[src/rtl/uart2wifi_core_tx_sched.sv]
// uart2wifi_core_tx_sched
//   Shares the single UART transmitter between two first-word-fall-through
//   byte FIFOs (source 0: command/response, source 1: RX loopback).
//   Round-robin arbitration with a per-source burst limit. Each byte goes
//   IDLE -> POP -> WR -> WAIT, with an optional baud-tick guard before the
//   next byte is started.
//
// Ports
//   clk, rst_n            system clock, asynchronous active-low reset
//   enable                when low no new byte is started
//   baudtick              one-cycle pulse from the baud generator
//   srcN_empty/rdata/rd   FIFO empty flag, head byte, pop strobe (N = 0, 1)
//   tx_wr, tx_data        one-cycle write strobe and byte to the UART
//   tx_done               one-cycle end-of-frame pulse from the UART
//   grant                 one-hot owner of the byte in flight, 00 when idle
//   busy                  high in any state other than IDLE
//   cnt0, cnt1            wrapping count of bytes popped from each source
module uart2wifi_core_tx_sched #(
    parameter int BURST_MAX   = 4,
    parameter int GUARD_TICKS = 0
) (
    input  logic        clk,
    input  logic        rst_n,
    input  logic        enable,
    input  logic        baudtick,
    input  logic        src0_empty,
    input  logic [7:0]  src0_rdata,
    output logic        src0_rd,
    input  logic        src1_empty,
    input  logic [7:0]  src1_rdata,
    output logic        src1_rd,
    output logic        tx_wr,
    output logic [7:0]  tx_data,
    input  logic        tx_done,
    output logic [1:0]  grant,
    output logic        busy,
    output logic [15:0] cnt0,
    output logic [15:0] cnt1
);

    localparam logic [3:0] BURST_LIM  = 4'(BURST_MAX);
    localparam logic [7:0] GUARD_LAST = 8'(GUARD_TICKS - 1);

    typedef enum logic [2:0] {IDLE, POP, WR, WAIT, GUARD} state_t;

    state_t     state;
    state_t     state_nxt;
    logic       owner;       // current / last owner: 0 = source 0, 1 = source 1
    logic [3:0] burst_cnt;
    logic [7:0] guard_cnt;

    logic       own_ne;
    logic       oth_ne;
    logic       sel_nxt;
    logic [3:0] burst_nxt;
    logic       start;

    // Arbitration. burst_cnt == 0 only after reset and means "no history",
    // so the preference-to-keep rule is skipped and source 0 wins a tie
    // because owner resets to source 1.
    always_comb begin
        own_ne    = owner ? !src1_empty : !src0_empty;
        oth_ne    = owner ? !src0_empty : !src1_empty;
        sel_nxt   = owner;
        burst_nxt = burst_cnt;
        if (own_ne && (burst_cnt != 4'd0) && (burst_cnt < BURST_LIM)) begin
            burst_nxt = burst_cnt + 4'd1;
        end else if (oth_ne) begin
            sel_nxt   = ~owner;
            burst_nxt = 4'd1;
        end else if (burst_cnt < BURST_LIM) begin
            burst_nxt = burst_cnt + 4'd1;
        end
    end

    assign start = (state == IDLE) && enable && (!src0_empty || !src1_empty);

    // State register
    always_ff @(posedge clk or negedge rst_n) begin
        if (!rst_n) begin
            state <= IDLE;
        end else begin
            state <= state_nxt;
        end
    end

    // Next-state logic; tx_done is honoured in WR as well as WAIT
    always_comb begin
        state_nxt = state;
        case (state)
            IDLE:  if (start) state_nxt = POP;
            POP:   state_nxt = WR;
            WR, WAIT: begin
                if (tx_done) begin
                    state_nxt = (GUARD_TICKS > 0) ? GUARD : IDLE;
                end else begin
                    state_nxt = WAIT;
                end
            end
            GUARD: if (baudtick && (guard_cnt == GUARD_LAST)) state_nxt = IDLE;
            default: state_nxt = IDLE;
        endcase
    end

    // Outputs decoded from state
    always_comb begin
        src0_rd = (state == POP) && !owner;
        src1_rd = (state == POP) && owner;
        tx_wr   = (state == WR);
        busy    = (state != IDLE);
        grant   = 2'b00;
        if (state != IDLE) begin
            grant = owner ? 2'b10 : 2'b01;
        end
    end

    // Arbitration history, byte capture, counters and guard counter
    always_ff @(posedge clk or negedge rst_n) begin
        if (!rst_n) begin
            owner     <= 1'b1;
            burst_cnt <= 4'd0;
            tx_data   <= 8'h00;
            cnt0      <= 16'h0000;
            cnt1      <= 16'h0000;
            guard_cnt <= 8'h00;
        end else begin
            if (start) begin
                owner     <= sel_nxt;
                burst_cnt <= burst_nxt;
            end
            if (state == POP) begin
                if (owner) begin
                    tx_data <= src1_rdata;
                    cnt1    <= cnt1 + 16'd1;
                end else begin
                    tx_data <= src0_rdata;
                    cnt0    <= cnt0 + 16'd1;
                end
            end
            // A baudtick coinciding with tx_done arrives in WR/WAIT and is
            // therefore never counted here.
            if ((state == GUARD) && baudtick) begin
                if (guard_cnt == GUARD_LAST) begin
                    guard_cnt <= 8'h00;
                end else begin
                    guard_cnt <= guard_cnt + 8'd1;
                end
            end
        end
    end

endmodule

[config.mk]
export PLATFORM = sky130hd
export DESIGN_NAME = uart2wifi_core_tx_sched
export DESIGN_NICKNAME = d
export VERILOG_FILES = /design/src/rtl/uart2wifi_core_tx_sched.sv
export SDC_FILE = /design/constraint.sdc
export NUM_CORES = 1
export LEC_CHECK = 0
export BUFFER_PORTS_ARGS = -buffer_cell sky130_fd_sc_hd__buf_2
export CORE_AREA = 3 3 90 92
export CTS_CLUSTER_SIZE = 12
export DETAILED_ROUTE_END_ITERATION = 8
export DIE_AREA = 0 0 93 95
export REMOVE_ABC_BUFFERS = 1
export SETUP_SLACK_MARGIN = 0.15
export SLEW_MARGIN = 10
export SYNTH_ARGS = -nofsm -noshare
export SYNTH_HDL_FRONTEND = slang
export SYNTH_SLANG_ARGS = --single-unit
[constraint.sdc]
create_clock -name clk -period 1.5 [get_ports clk]
set_clock_uncertainty 0.15 [all_clocks]
set_input_delay 0.15 -clock clk [delete_from_list [all_inputs] [get_ports clk]]
set_output_delay 0.15 -clock clk [all_outputs]
set_load 0.01 [all_outputs]
### Yosys cells after proc, flatten, opt, wreduce, memory -nomap -nowiden

Cells that the tools add are included.

| operators by class | value |
|---|---|
| add/sub/neg operators | 4 |
| order comparisons | 1 |
| eq/ne operators | 7 |
| mux-type cells | 13 |
| bitwise logic cells | 2 |
| reductions and logical operators | 22 |

Operators with widths:

| cell | count |
|---|---|
| adder 16 x 1 -> 16 bit (second input constant) | 2 |
| 2-to-1 mux 8 bit | 2 |
| 2-to-1 mux 4 bit | 3 |
| case mux 3 bit (4 select lines) | 1 |
| adder 8 x 1 -> 8 bit (second input constant) | 1 |
| equality test 8 bit (second input constant) | 1 |
| logical AND 1 bit | 8 |
| AND reduction 2 bit | 4 |
| equality test 3 x 2 -> 1 bit (second input constant) | 2 |
| 2-to-1 mux 2 bit | 3 |
| 2-to-1 mux 3 bit | 2 |
| nonzero test 3 bit | 2 |
| adder 4 x 1 -> 4 bit (second input constant) | 1 |
| < comparator 4 x 3 -> 1 bit (second input constant) | 1 |
| inequality test 2 bit (second input constant) | 2 |
| nonzero test 4 bit | 1 |
| equality test 3 x 1 -> 1 bit (second input constant) | 1 |
| equality test 3 bit (second input constant) | 1 |
| zero test 1 bit | 3 |
| zero test 3 bit | 1 |
| AND reduction 3 bit | 1 |
| 2-to-1 mux 1 bit | 2 |
| inverter 1 bit | 2 |
| OR reduction 2 bit | 1 |
| logical OR 1 bit | 1 |

| word-level totals | value |
|---|---|
| register bits after elaboration | 56 |
| input port bits | 23 |
| output and inout bits | 46 |
| word-level logic and storage cells | 56 |

### Depth between registers and ports, before layout

Gate-level depths: netlist of the first run.

| logic depth | value |
|---|---|
| depth in word-level cells | 6 |
| gate-level depth with buffers | 6 |
| depth with buffers taken out | 6 |

### Worst setup path after synthesis of the first run

OpenSTA, ideal clock, no wires.

| timing path | value |
|---|---|
| path kind | reg-to-reg |
| start point | register owner |
| end point | register cnt1[15] |
| setup time | 124 ps |
| data arrival time | 1398 ps |
| required time | 1226 ps |
| setup slack | -172 ps |
| stages on the path, launching flop included | 6 |
| buffers on the path | 1 |
| period minus slack after synthesis | 1672 ps |
| path through | dfstp_2 > buf_4 > nand3b_4 > nor4_4 > nand4_1 > xnor2_1 |

| on the way | value |
|---|---|
| longest elaborated chain between the ends | 1 |

Ends and longest elaborated chain:

| element | RTL line | source |
|---|---|---|
| start: declaration | 48 | `logic owner;` |
| start signal: assignment | 128 | `owner <= sel_nxt;` |
| AND reduction 2 bit (no line) | -- |  |
| end signal: assignment | 134 | `cnt1 <= cnt1 + 16'd1;` |
| end: declaration | 38 | `output logic [15:0] cnt1` |

Every way passes these cells.
A chain may end at the register's enable or synchronous reset.

### Final worst setup path of the first run

| timing path | value |
|---|---|
| start point | register state[1] |
| end point | output src0_rd |

| on the way | value |
|---|---|
| longest elaborated chain between the ends | 2 |

Ends and longest elaborated chain:

| element | RTL line | source |
|---|---|---|
| start: declaration | 46 | `state_t state;` |
| start signal: assignment | 83 | `state <= state_nxt;` |
| equality test 3 x 1 -> 1 bit | 107 | `src0_rd = (state == POP) && !owner;` |
| logical AND 1 bit | 107 |  |
| end: declaration | 28 | `output logic src0_rd,` |

Every way passes these cells.

==> key figures, run 1 <==
Worst hold path
  • Hold Path Depth: 3
  • Hold Path Class: input pin to register
  • Min-delay src: enable

Flow run
  • Max-cap viol count: 0

Route
  • ANT nets after route: 0
  • First-pass DRT Iterations: 4
  • DRT iter0 DRCs: 43
  • Total wire length: 6.03 mm
  • # DRC: 0
  • Via density: around 4.5
  • DR WL/cell: 13.4 µm
  • Via Count: roughly 2,000

Setup path
  • Crit path depth: 5
  • Critical Path RT: approximately 1.2 ns
  • Reg2reg start: cnt1[1]$_DFFE_PN0P_
  • Slowest CP cell: dfrtp_1
  • Delay-heaviest family, CP: flip-flops
  • Crit-path most repeated cell: buf_6
  • Crit-path cells: buf_6 > or2b_4 > nor2_4 > buf_6 > buf_6
  • Buf/Inv on CP: 3
  • CP Class: register to output port
  • Arrival @ worst endpoint: roughly 1.4 ns
  • CP Launch Point: state[1]$_DFFE_PN0P_
  • Reg2reg path depth: 5
  • CP Launch Type: register
  • Max Fanout on Critical Path: 4
  • Critical Path Max Stage Delay: 0.42 ns
  • Crit. End Element: output port

Global route
  • Congestion Overflow GR: 0
  • Global-route wire length before repair: 9.45 mm
  • Antenna violations before repair: 0
  • Largest net degree at the start of global routing: 29
  • Vias in the first global route: 2,049
  • Tot GR Track Use: 0.136

Floorplanning
  • Row Count: 31
  • Die span in x: approximately 93 µm
  • Overall die area: around 8800 µm²
  • Initial Util: 0.303
  • Core ar.: between 7000 and 8000 µm²
  • # IOs: between 60 and 70
  • Die Ht: around 95 µm

Timing
  • F_max: between 0.5 and 0.6 GHz
  • Tcrit/Tclk final: 1.14
  • Final hold vios: 0
  • Slew margin rel.: 0.743
  • Setup ws final: -0.205 ns
  • Min Clock Period, post-route: 1.71 ns
  • Setup TNS: -4.71 ns
  • Max Slew Vio Count: 0
  • Count of endpoints failing setup in the final report: 38
  • Worst slew pin tran: between 0.3 and 0.4 ns
  • RSZ-0062 raised after global routing: true

Layout
  • Final nets: 377
  • Final Cell Area: roughly 3800 µm²
  • Syn-to-layout area delta: 73.4%
  • N_diodes: 0
  • Layout cells sized above 1: 0.527

Status
  • Failing checks: setup timing
  • Status: finished with violations

Clocking
  • Worst-case clock buffer depth: 2
  • Clk_lat worst skew: about 0.30 ns
  • H-tree Lvls: 2
  • Reg clk slew, reported paths: 0.09 ns
  • Clk sinks: 47
  • Root buf cell: clkbuf_8
  • CTS buffer count: 5
  • CTS tree: built

Power
  • Static leakage: between 1.5 and 2 nW
  • Power Dens Cells: around 1400 nW/µm²
  • Final Power: between 5 and 6 mW
  • Peak supply drop: between 0.7 and 0.8 mV

Logic synthesis
  • Yosys cell types: 37
  • Avg Cell Area, Syn: ~11 µm²
  • Syn Inst Count: ~200
  • Synthesized flop and latch total: between 40 and 50
  • Post-Syn Area: ~2200 µm²
  • Post-synthesis sequential area ratio: 0.533
  • Yosys Warn Count: 0
  • Post-synth EDFFs: 0
  • Most used DFF post-synth: dfrtp_1
  • FFs w/ async S/R, synth: 1.00

Place
  • Setup WS pre-CTS: -0.220 ns
  • DPL Wire Length: ~3.8 mm
  • Buffers added on ports: 67
  • Cell area after placement: 2950 µm²
  • Gpl congestion: about 0.8
==> cells by family (layout without fill, tap and decap cells) <==
logic type | after synthesis | after routing | synth area share
mux | 10 | 10 | 0.0458
buf+inv | 13 | 167 | 0.0266
simple gates | 75 | 75 | 0.204
fa+ha+maj | 4 | 4 | 0.0226
xor+xnor | 30 | 30 | 0.119
compound gates | 18 | 18 | 0.0498
flops | 47 | 47 | 0.533
==> through the flow <==
step / hold slack (ns) / instances / util
floorplan: -0.296 / 192 / -
global placement: -0.0905 / 396 / 0.405
detailed placement: -0.0844 / 396 / 0.405
CTS: 0.0529 / 434 / 0.481
global route: 0.0825 / 450 / 0.526
finish: 0.0828 / 450 / 0.526
==> repair_timing <==
action                                 CTS  global route
hold buffers                            19             0
buffers inserted                        11            15
gates cloned                             0             1
resized for setup                       47            51
endpoints found under the hold margin   58             0
pin swaps                               29            22
setup endpoints to repair               49            54
==> Yosys cell counts, types with 2 or more instances <==
master | n | area share
mux2i_1 | 9 | 0.041
o22a_1 | 2 | 0.0079
and3_1 | 3 | 0.0085
inv_1 | 8 | 0.014
buf_4 | 2 | 0.0068
a21oi_1 | 2 | 0.0045
nand2_1 | 24 | 0.041
nor2_1 | 8 | 0.014
nand4_1 | 10 | 0.028
dfrtp_1 | 46 | 0.52
nand3_1 | 8 | 0.018
and4_1 | 5 | 0.020
buf_2 | 2 | 0.0045
xor2_1 | 7 | 0.028
o21ai_0 | 11 | 0.025
xnor2_1 | 23 | 0.091
ha_1 | 4 | 0.023
or3_1 | 3 | 0.0085
nor4_1 | 2 | 0.0057
==> per-layer routing <==
metal | global-route usage | part of all wire | wire (µm) | up-vias
met5 | 0 | 0 | 0 | -
met4 | 0.0330 | 0.012 | 73 | 0
met3 | 0.0359 | 0.049 | 295 | 5
met2 | 0.252 | 0.52 | 3140 | 51
met1 | 0.155 | 0.42 | 2530 | 971
li1 | - | - | - | 991
==> cell usage in the layout, fill, tap and decap left out, types with 2 or more instances in the layout <==
cell type and count:
xor2_2 2, nor4_4 3, nand2_2 5, and4_1 4
inv_1 5, and3_1 2, nor3_4 2, clkbuf_8 6
inv_4 2, o21ai_0 2, nand2_1 19, buf_12 3
mux2i_1 8, nand3_2 3, dfrtp_1 45, xor2_1 5
o22a_1 2, nand3_1 3, buf_6 31, buf_4 32
a21oi_2 2, xnor2_2 4, buf_2 63, dlygate4sd3_1 19
nor2_2 2, buf_8 2, nand4_1 10, o21ai_1 8
nand3_4 2, xnor2_1 19, nor2_4 3, or3_1 2
ha_1 3, nor2_1 5
==> final timing paths <==
check                                      endpoint  slack, ns
setup reg to reg               cnt1[15]$_DFFE_PN0P_      -0.19
setup / recovery                            src0_rd      -0.21
max in group asynchronous  burst_cnt[1]$_DFFE_PN0P_       0.61
min in group asynchronous       cnt0[3]$_DFFE_PN0P_       0.12
hold / removal             burst_cnt[3]$_DFFE_PN0P_       0.08
hold reg to reg                cnt0[15]$_DFFE_PN0P_       0.33
==> final cells by class <==
class                           instances  area, µm²
Timing Repair Buffer                  151       1190
Multi-Input combinational cell        137       1210
Inverter                                8       35.0
Sequential cell                        47       1180
Clock inverter                          1       8.76
Tap cell                               99        124
Fill cell                             670       3460
Clock buffer                            7       86.3
==> state kept, by name, summed over array words and instances (netlist names) <==
signal	count
burst_cnt	4
cnt0	16
cnt1	16
owner	1
state	2
tx_data	8
==> power breakdown <==
| group | leakage [nW] | internal [mW] | switching [mW] |
|---|---|---|---|
| Sequential | 0.618 | 1.56 | 0.248 |
| Combinational | 1.33 | 1.67 | 1.27 |
| Clock | 0.0484 | 0.378 | 0.422 |
==> tightest hold or removal path, stage by stage <==
cell and delay, ns:
buf_2 0.15, nand3_4 0.08, o22a_1 0.12
Power figures use the tool's default switching activity.
==> run 2: changes to the inputs <==
--- a/config.mk
+++ b/config.mk
@@ -5,14 +5,16 @@
 export SDC_FILE = /design/constraint.sdc
 export NUM_CORES = 1
 export LEC_CHECK = 0
+export ABC_AREA = 1
 export BUFFER_PORTS_ARGS = -buffer_cell sky130_fd_sc_hd__buf_2
-export CORE_AREA = 3 3 90 92
+export CORE_AREA = 3 3 93 95
 export CTS_CLUSTER_SIZE = 12
 export DETAILED_ROUTE_END_ITERATION = 8
-export DIE_AREA = 0 0 93 95
+export DIE_AREA = 0 0 96 98
 export REMOVE_ABC_BUFFERS = 1
 export SETUP_SLACK_MARGIN = 0.15
 export SLEW_MARGIN = 10
 export SYNTH_ARGS = -nofsm -noshare
 export SYNTH_HDL_FRONTEND = slang
 export SYNTH_SLANG_ARGS = --single-unit
+export TNS_END_PERCENT = 5
==> run 2 against run 1 <==
The flow still finishes with violations (setup timing); sequential share of layout area rose by 3.3 points; total power down 18%; non-clock buffer count is 32 lower; register-to-register slack improved by 0.17 ns; flip-flop and latch count stayed put; count of clock-buffer cells in the layout is the same; clock power shrank 6.9%; via count increased by 9.8%; combinational power decreased by 32%; area after synthesis increased by 6.2%; worst setup slack improved by 0.089 ns; highest routed layer unchanged.
==> key figures, run 2 <==
Status
  • Status: finished with violations
  • Failing checks: setup timing

Route
  • Total wire length: slightly above 6 mm
  • First-pass DRT Iterations: 4
  • Met2 wire len: 3.14 mm
  • Met1 Wirelength: about 2.6 mm
  • # DRC: 0
  • Via Count: roughly 2,200
  • Top Layer Used: met4
  • ANT nets after route: 0
  • Met3 WL: around 270 µm
  • Via density: 4.36
  • DR WL/cell: ~12 µm
  • DRT iter0 DRCs: 54

Logic synthesis
  • Post-Syn Area: 2350 µm²
  • Post-synthesis sequential area ratio: 0.502
  • Synthesized flop and latch total: between 40 and 50
  • Top-area cell type share of the netlist area: 0.490
  • Synth area leaders: dfrtp_1 49%, nand2_1 14%, nand3_1 6.0%
  • FFs w/ async S/R, synth: 1.00
  • Avg Cell Area, Syn: around 8.3 µm²
  • Syn Inst Count: ~280
  • Yosys cell types: 25
  • Yosys top cell by area: dfrtp_1
  • Commonest cells in the synthesized netlist: 90 x nand2_1, 46 x dfrtp_1, 36 x inv_1
  • Post-synth EDFFs: 0
  • Most used DFF post-synth: dfrtp_1
  • Count leader, synth: nand2_1
  • Yosys Warn Count: 0

Setup path
  • Crit-path most repeated cell: buf_6
  • Buf/Inv on CP: 4
  • Arrival @ worst endpoint: about 1.3 ns
  • Critical Path RT: between 1 and 1.5 ns
  • Reg2reg path depth: 6
  • Slowest CP cell: dfstp_2
  • CP Launch Type: register
  • CP Class: register to output port
  • Delay-heaviest family, CP: flip-flops
  • Critical Path Max Stage Delay: 0.58 ns
  • Crit. End Element: output port
  • Crit path depth: 5
  • Crit-path cells: buf_6 > inv_4 > buf_6 > nor2_4 > buf_6
  • Max Fanout on Critical Path: 3

Timing
  • Final hold vios: 0
  • Count of endpoints failing setup in the final report: 5
  • Slew margin rel.: 0.771
  • Max Slew Vio Count: 0
  • Tcrit/Tclk final: 1.08
  • Min Clock Period, post-route: between 1.5 and 2 ns
  • Worst slew pin tran: approximately 0.34 ns
  • RSZ-0062 raised after global routing: true
  • F_max: approximately 0.62 GHz
  • Setup ws final: -0.117 ns

Floorplanning
  • Row Count: 32
  • Core ar.: around 7800 µm²
  • # IOs: 69
  • Die span in x: about 96 µm
  • Die Ht: just under 100 µm
  • Overall die area: roughly 9400 µm²
  • Initial Util: 0.301

Layout
  • Syn-to-layout area delta: 47.3%
  • Post-Layout Cell Count: a little over 500
  • Final Cell Area: ~3500 µm²
  • Commonest non-fill, non-tap cell in the layout: nand2_1
  • Commonest non-fill, non-tap cells in the layout: 86 x nand2_1, 64 x buf_2, 45 x dfrtp_1
  • N_diodes: 0
  • Layout cells sized above 1: 0.352
  • Biggest regs: cnt0: 16 flops, cnt1: 16 flops, tx_data: 8 flops
  • Final nets: ~430
  • Layout Utilization: 0.443

Clocking
  • H-tree Lvls: 2
  • Worst-case clock buffer depth: 2
  • Root buf cell: clkbuf_8
  • Clk_lat worst skew: ~0.3 ns
  • CTS buffer count: 5
  • Reg clk slew, reported paths: 0.08 ns
  • Clk sinks: 47
  • CTS tree: built

Place
  • Placed cells: approximately 480
  • Cell area after placement: between 3000 and 4000 µm²
  • Buffers added on ports: 67
  • Gpl congestion: around 0.78
  • DPL Wire Length: about 4.3 mm

Flow run
  • Max-cap viol count: 0

Global route
  • Congestion Overflow GR: 0
  • Antenna violations before repair: 0
  • Global-route wire length before repair: between 10 and 15 mm
  • Largest net degree at the start of global routing: 27
  • Vias in the first global route: around 2,200
  • Tot GR Track Use: 0.138

Power
  • Power Dens Cells: around 1300 nW/µm²
  • Static leakage: approximately 1.8 nW
  • Peak supply drop: between 0.5 and 0.6 mV

Worst hold path
  • Hold Path Class: input pin to register
  • Hold Path Depth: 5
run 2: final timing paths:
check | start | to | slack (ns)
max | owner$_DFFE_PN1P_ | grant[1] | -0.12
min | enable | owner$_DFFE_PN1P_ | 0.13
max reg2reg | owner$_DFFE_PN1P_ | cnt1[12]$_DFFE_PN0P_ | -0.02
min reg2reg | cnt1[6]$_DFFE_PN0P_ | cnt1[6]$_DFFE_PN0P_ | 0.34
max in group asynchronous | rst_n | owner$_DFFE_PN1P_ | 0.70
min in group asynchronous | rst_n | tx_data[2]$_DFFE_PN0N_ | 0.22
run 2: kinds of logic after synthesis:
group / Yosys count / synth area share
and+or+nand+nor: 166 / 0.325
DFF: 47 / 0.502
buffers and inverters: 39 / 0.0650
xor gates and xnor gates: 20 / 0.0746
AOI/OAI and AO/OA: 6 / 0.0128
adders and majority gates: 4 / 0.0213
run 2: layout make-up:
| class | count | area [µm²] |
|---|---|---|
| multi-input cells | 196 | 1110 |
| inverters | 36 | 141 |
| clock inverters | 1 | 5.00 |
| clock buffers | 7 | 76.3 |
| flip-flops and latches | 47 | 1180 |
| fillers | 793 | 4350 |
| repair buffers | 119 | 816 |
| well taps | 102 | 128 |
run 2: per-layer routing:
metal | vias to the layer above | GRT usage
met5 | - | 0
met2 | 45 | 0.241
met4 | 0 | 0.0514
met3 | 13 | 0.0308
met1 | 1035 | 0.162
li1 | 1122 | -
run 2: timing repair:
action,in CTS,in global routing
hold endpoints to repair,57,0
pin swaps,6,6
buffers inserted,3,1
gates resized for setup,26,15
setup endpoints to repair,46,49
hold buffers,18,0
run 2: worst reg2reg max path, delay by kind of cell, from the launching register on:
kind                   cells  cell delay, ns
DFF                        1            0.58
and+or+nand+nor            5            0.66
buffers and inverters      1            0.04
run 2: through the flow:
step                total power, mW  worst slack, ns  TNS, ns  hold slack [ns]
finish                         4.56           -0.117   -0.281            0.129
global route                   4.92           -0.178    -1.68            0.189
CTS                            4.50           -0.148   -0.406            0.113
detailed placement             3.52          -0.0719   -0.330          0.00868
global placement               3.47          -0.0431   -0.130          0.00380
floorplan                      2.64           -0.149   -0.775           -0.296
run 2: power breakdown:
part | internal [mW] | leakage, nW | switching (mW)
Clock | 0.328 | 0.0422 | 0.417
Combinational | 0.983 | 1.17 | 1.03
Sequential | 1.57 | 0.621 | 0.240
Total | 2.88 | 1.83 | 1.68
